<file path="src/rtl/shift_pkg.sv">
// Shared definitions for the shift sequencer: FSM state encoding.
package shift_pkg;

  typedef enum logic [1:0] {
    ST_IDLE  = 2'd0,
    ST_LOAD  = 2'd1,
    ST_SHIFT = 2'd2,
    ST_DONE  = 2'd3
  } state_t;

endpackage

</file>
<file path="src/rtl/shift_seq_dp.sv">
// Shift register datapath: parallel load, MSB-first serial out, LSB serial in.
module shift_seq_dp #(
  parameter int WIDTH = 4
) (
  input  logic             i_clk,
  input  logic             i_rst,
  input  logic             i_load,
  input  logic             i_shift,
  input  logic [WIDTH-1:0] i_din,
  input  logic             i_sin,
  output logic             o_msb,
  output logic [WIDTH-1:0] o_next
);

  logic [WIDTH-1:0] r_q;

  // o_next is the value the register takes on a shift edge.
  assign o_next = {r_q[WIDTH-2:0], i_sin};
  assign o_msb  = r_q[WIDTH-1];

  always_ff @(posedge i_clk) begin
    if (i_rst) begin
      r_q <= '0;
    end else if (i_load) begin
      r_q <= i_din;
    end else if (i_shift) begin
      r_q <= o_next;
    end
  end

endmodule

</file>
<file path="src/rtl/shift_seq_ctrl.sv">
// Full-duplex shift sequencer: loads a word, clocks WIDTH shifts, presents
// the captured word with a one-cycle done pulse.
module shift_seq_ctrl
  import shift_pkg::*;
#(
  parameter int WIDTH = 4,
  parameter int CNT_W = 3
) (
  input  logic             i_clk,
  input  logic             i_rst,
  input  logic             i_start,
  input  logic             i_abort,
  input  logic [WIDTH-1:0] i_din_par,
  input  logic             i_sin,
  output logic             o_sout,
  output logic             o_shift_en,
  output logic             o_busy,
  output logic             o_done,
  output logic [WIDTH-1:0] o_dout_par,
  output logic [CNT_W-1:0] o_bit_cnt
);

  state_t           r_state;
  state_t           w_state_nxt;
  logic [WIDTH-1:0] r_hold;
  logic [WIDTH-1:0] r_dout;
  logic [CNT_W-1:0] r_bit_cnt;
  logic             w_load;
  logic             w_shift;
  logic             w_last;
  logic             w_msb;
  logic [WIDTH-1:0] w_next;

  assign w_last = (r_bit_cnt == CNT_W'(WIDTH - 1));

  always_comb begin
    w_state_nxt = r_state;
    w_load      = 1'b0;
    w_shift     = 1'b0;
    case (r_state)
      ST_IDLE: begin
        if (i_start) w_state_nxt = ST_LOAD;
      end
      ST_LOAD: begin
        w_load      = 1'b1;
        w_state_nxt = i_abort ? ST_IDLE : ST_SHIFT;
      end
      ST_SHIFT: begin
        if (i_abort) begin
          w_state_nxt = ST_IDLE;
        end else begin
          w_shift = 1'b1;
          if (w_last) w_state_nxt = ST_DONE;
        end
      end
      ST_DONE: begin
        w_state_nxt = ST_IDLE;
      end
      default: begin
        w_state_nxt = ST_IDLE;
      end
    endcase
  end

  always_ff @(posedge i_clk) begin
    if (i_rst) begin
      r_state   <= ST_IDLE;
      r_hold    <= '0;
      r_dout    <= '0;
      r_bit_cnt <= '0;
    end else begin
      r_state <= w_state_nxt;
      case (r_state)
        ST_IDLE: begin
          if (i_start) r_hold <= i_din_par;
        end
        ST_LOAD: begin
          r_bit_cnt <= '0;
        end
        ST_SHIFT: begin
          if (i_abort) begin
            r_bit_cnt <= '0;
          end else begin
            // Final edge leaves the count at WIDTH for the DONE cycle.
            r_bit_cnt <= r_bit_cnt + CNT_W'(1);
            if (w_last) r_dout <= w_next;
          end
        end
        ST_DONE: begin
          r_bit_cnt <= '0;
        end
        default: begin
          r_bit_cnt <= '0;
        end
      endcase
    end
  end

  shift_seq_dp #(
    .WIDTH(WIDTH)
  ) u_dp (
    .i_clk  (i_clk),
    .i_rst  (i_rst),
    .i_load (w_load),
    .i_shift(w_shift),
    .i_din  (r_hold),
    .i_sin  (i_sin),
    .o_msb  (w_msb),
    .o_next (w_next)
  );

  assign o_shift_en = (r_state == ST_SHIFT);
  assign o_sout     = o_shift_en & w_msb;
  assign o_busy     = (r_state != ST_IDLE);
  assign o_done     = (r_state == ST_DONE);
  assign o_dout_par = r_dout;
  assign o_bit_cnt  = r_bit_cnt;

endmodule
</file>
<file path="config.mk">
export PLATFORM = sky130hd
export DESIGN_NAME = shift_seq_ctrl
export DESIGN_NICKNAME = d
export VERILOG_FILES = /design/src/rtl/shift_pkg.sv /design/src/rtl/shift_seq_dp.sv /design/src/rtl/shift_seq_ctrl.sv
export SDC_FILE = /design/constraint.sdc
export NUM_CORES = 1
export LEC_CHECK = 0
export BUFFER_PORTS_ARGS = -buffer_cell sky130_fd_sc_hd__buf_2
export CORE_UTILIZATION = 45
export DETAILED_ROUTE_END_ITERATION = 8
export GPL_TIMING_DRIVEN = 1
export PLACE_DENSITY = 0.7
export SYNTH_ARGS = -nofsm -noshare
export SYNTH_HDL_FRONTEND = slang
export SYNTH_SLANG_ARGS = --single-unit
export TNS_END_PERCENT = 100
</file>
<file path="constraint.sdc">
create_clock -name i_clk -period 1.8 [get_ports i_clk]
set_clock_uncertainty 0.05 [all_clocks]
set_input_delay 0 -clock i_clk [delete_from_list [all_inputs] [get_ports i_clk]]
set_output_delay 0 -clock i_clk [all_outputs]
set_load 0.02 [all_outputs]
</file>
==> impl_metrics.tcl <==
set metrics [dict create \
    run_status "complete, no violations" \
    syn_nets 87 \
    synth_area_leaders "dfxtp_1 (45%), mux2i_1 (13%), nor2_1 (6.9%)" \
    maxClockFrequency_ghz 0.6340 \
    clock-root-buffer "clkbuf_4" \
    worst-path-buf-inv 1 \
    htreeDepth 1 \
    drive_gt1_share_pct 26.47 \
    gr-usage-met1_pct 23.28 \
    cts_tree "built" \
    grt-ovfl-total 0 \
    initial_core_util_pct 49.27 \
    max-cap-violations 0 \
    clock_sinks 17 \
    hpwl_mm 1.001 \
    synth_warnings 0 \
    ant_nets 0 \
    slowest_delay_ns 0.38 \
    leakagePower_nw 0.4123 \
    cp_common_cell "ha_1" \
    r2r_slack_ns 0.22 \
    worstSetupPathType "flop to flop" \
    wire_per_inst_um 12.14 \
    seq_area_frac_synth_pct 44.81 \
    syn_inst 76 \
    path_cells "ha_1 -> ha_1 -> nor4bb_1 -> buf_4 -> mux2i_1 -> nor2_1" \
    p_sw_share_pct 24.96 \
    dr_total_vias 608 \
    grt_util_met2_pct 28.06 \
    crit_path_start_kind "flop" \
    grt_pass1_vias 582 \
    p_switching_w 0.0001693 \
    p_comb_share_pct 11.0 \
    arrival_ns 1.70 \
    grt_usage_pct 18.02 \
    antenna_found_initial 0 \
    area_growth_syn_to_layout_pct 24.05 \
    power_frac_seq_pct 58.9 \
    worstMarginPinSlew_ns 0.3963 \
    drt_iter0_markers 17 \
    crit_family "flip-flops" \
    synth_edf_count 0 \
    synthArstFlopShare_pct 0 \
    critPathRequiredTime_ns 1.93 \
    rsz0062_at_grt "no" \
    routed_via_density 5.153 \
    reg2reg_depth 6 \
    ys.flop_type "dfxtp_1" \
    place_ws_ns 0.2505 \
    drc 0 \
    placeableCoreArea_mm2 0.001541 \
    drtPass1Iterations 5 \
    slowest_stage "dfxtp_1" \
    fp.dieArea_mm2 0.001856 \
    grt_pass1_wl_mm 2.477 \
    cts_setup_buffers 0 \
    setup_tns_ns 0 \
    rows 14 \
    place_congestion 0.8036 \
    synth_cell_type_count 24 \
    die_x_um 43.08 \
    grt_max_degree 18 \
    power_density_mw_per_mm2 720.0 \
    cts_buffer_depth 2 \
    final_common_cell "buf_2" \
    portBuffers 19 \
    cts_buffers 3 \
    crit_fanout 4 \
    final-max-slew-violation-count 0 \
    p_int_w 0.0005090 \
    antenna_cells 0 \
    cts_resized 0 \
    die_height_um 43.08 \
    setup_viol 0 \
    grt.met3_usage_pct 2.553 \
    slew_headroom_pct 73.54 \
    ctsHoldBuffers 7 \
    hold_path_class "input pin to flop" \
    fin_crit_ns 1.577 \
    final_cell_mix "buf_2 (19), dfxtp_1 (17), nor2_1 (14)" \
    synth.cell_area_um2 759.5 \
    min_period_over_period_pct 87.63 \
    busiest_layer "met2" \
    p_clk_share_pct 30.2 \
    crit_path_start "o_bit_cnt[0]" \
    syn_area_per_cell_um2 9.993 \
    irDropWorstVdd_uv 436.6 \
    cp.depth 6 \
    regToRegEndpoint "o_dout_par[2]" \
    critical_path.endpoint "o_dout_par[2]" \
    rr_startpoint "o_bit_cnt[0]" \
    end_kind "flop" \
    synth-seq-cells 17 \
    hold_violations 0 \
    ioPinCount 20 \
    nFillCells 139 \
    synth_top_area_cell "dfxtp_1" \
    multiInputGateArea_um2 374.1 \
    synth_top_area_share_pct 44.81 \
    nNetsFinal 114 \
    routed_wl_mm 1.432 \
    seq_area_um2 340.3 \
    cts.clk_slew.worst_paths_ns 0.10 \
    setup_ws_ns 0.2226 \
    clock_latency_ns 0.29 \
]
-- state kept, by name (all words and copies together) (netlist names) --
name        cells
o_bit_cnt       3
o_dout_par      4
r_hold          4
r_state         2
u_dp.r_q        4
-- worst reg2reg max path: cells and delay by family (launching register included) --
family | cells | cell delay [ns]
DFF | 1 | 0.38
adders and majority gates | 2 | 0.31
buffers and inverters | 1 | 0.20
and+or+nand+nor | 2 | 0.34
muxes | 1 | 0.20
-- logic make-up after synthesis --
logic type	count (synthesis)	synth area share, %
adder cells (fa/ha/maj)	2	3.294
buffers and inverters	7	5.930
AND/OR/NAND/NOR	29	23.06
AO/OA/AOI/OAI	11	9.721
multiplexers	10	13.18
flip-flops	17	44.81
-- worst min-delay path by stage --
stage,start,endpoint,slack [ns],cells past startpoint
after global routing,i_rst,r_hold[3],0.02,2
final,i_rst,r_hold[3],0.004,2
after floorplan,i_din_par[0],r_hold[0],0.1,2
after global placement,i_din_par[3],r_hold[3],0.19,3
after CTS,i_rst,r_hold[3],0.005,2
after detailed placement,i_din_par[3],r_hold[3],0.20,3
-- metrics by stage --
step | power [W] | cell area (um^2) | util, % | std cells | hold slack [ns]
after global placement | 0.0004694 | 844.6 | 54.79 | 107 | 0.1873
after detailed placement | 0.0004711 | 844.6 | 54.79 | 107 | 0.1977
after CTS | 0.0006870 | 942.2 | 61.12 | 118 | 0.005015
after floorplan | 0.0004534 | 759.5 | - | 76 | 0.09719
after global routing | 0.0007105 | 942.2 | 61.12 | 118 | 0.01945
final | 0.0006783 | 942.2 | 61.12 | 118 | 0.004483
-- layer usage --
layer	share of wire (%)	up-vias
met5	0	-
met1	50	275
met3	2.8	4
met2	45	15
met4	2.0	0
li1	-	314
-- cell type report --
cell class                 count  area share, %
clock buffer                   3          2.390
clock inverter                 1         0.5312
inverter                       2         0.7968
multi-input combinational     52          39.71
sequential                    17          36.12
tap                           16          2.125
timing repair buffer          27          18.33
-- power by group through the flow --
stage | logic [W] | clock network (W) | registers, W
after global routing | 0.0000828 | 0.000226 | 0.000401
after detailed placement | 0.0000629 | 0 | 0.000408
final | 0.0000744 | 0.000205 | 0.000399
after CTS | 0.0000746 | 0.000213 | 0.000400
after floorplan | 0.0000519 | 0 | 0.000401
after global placement | 0.0000616 | 0 | 0.000408
-- Yosys cell counts (2+ instances only) --
| cell type | n |
|---|---|
| and2_1 | 2 |
| inv_1 | 2 |
| nor3b_4 | 2 |
| nor2_1 | 14 |
| ha_1 | 2 |
| mux2i_1 | 10 |
| nand3_1 | 3 |
| dfxtp_1 | 17 |
| buf_6 | 2 |
| a21oi_1 | 4 |
| nor2b_1 | 2 |
| a22oi_1 | 4 |
Power figures use the tool's default switching activity.
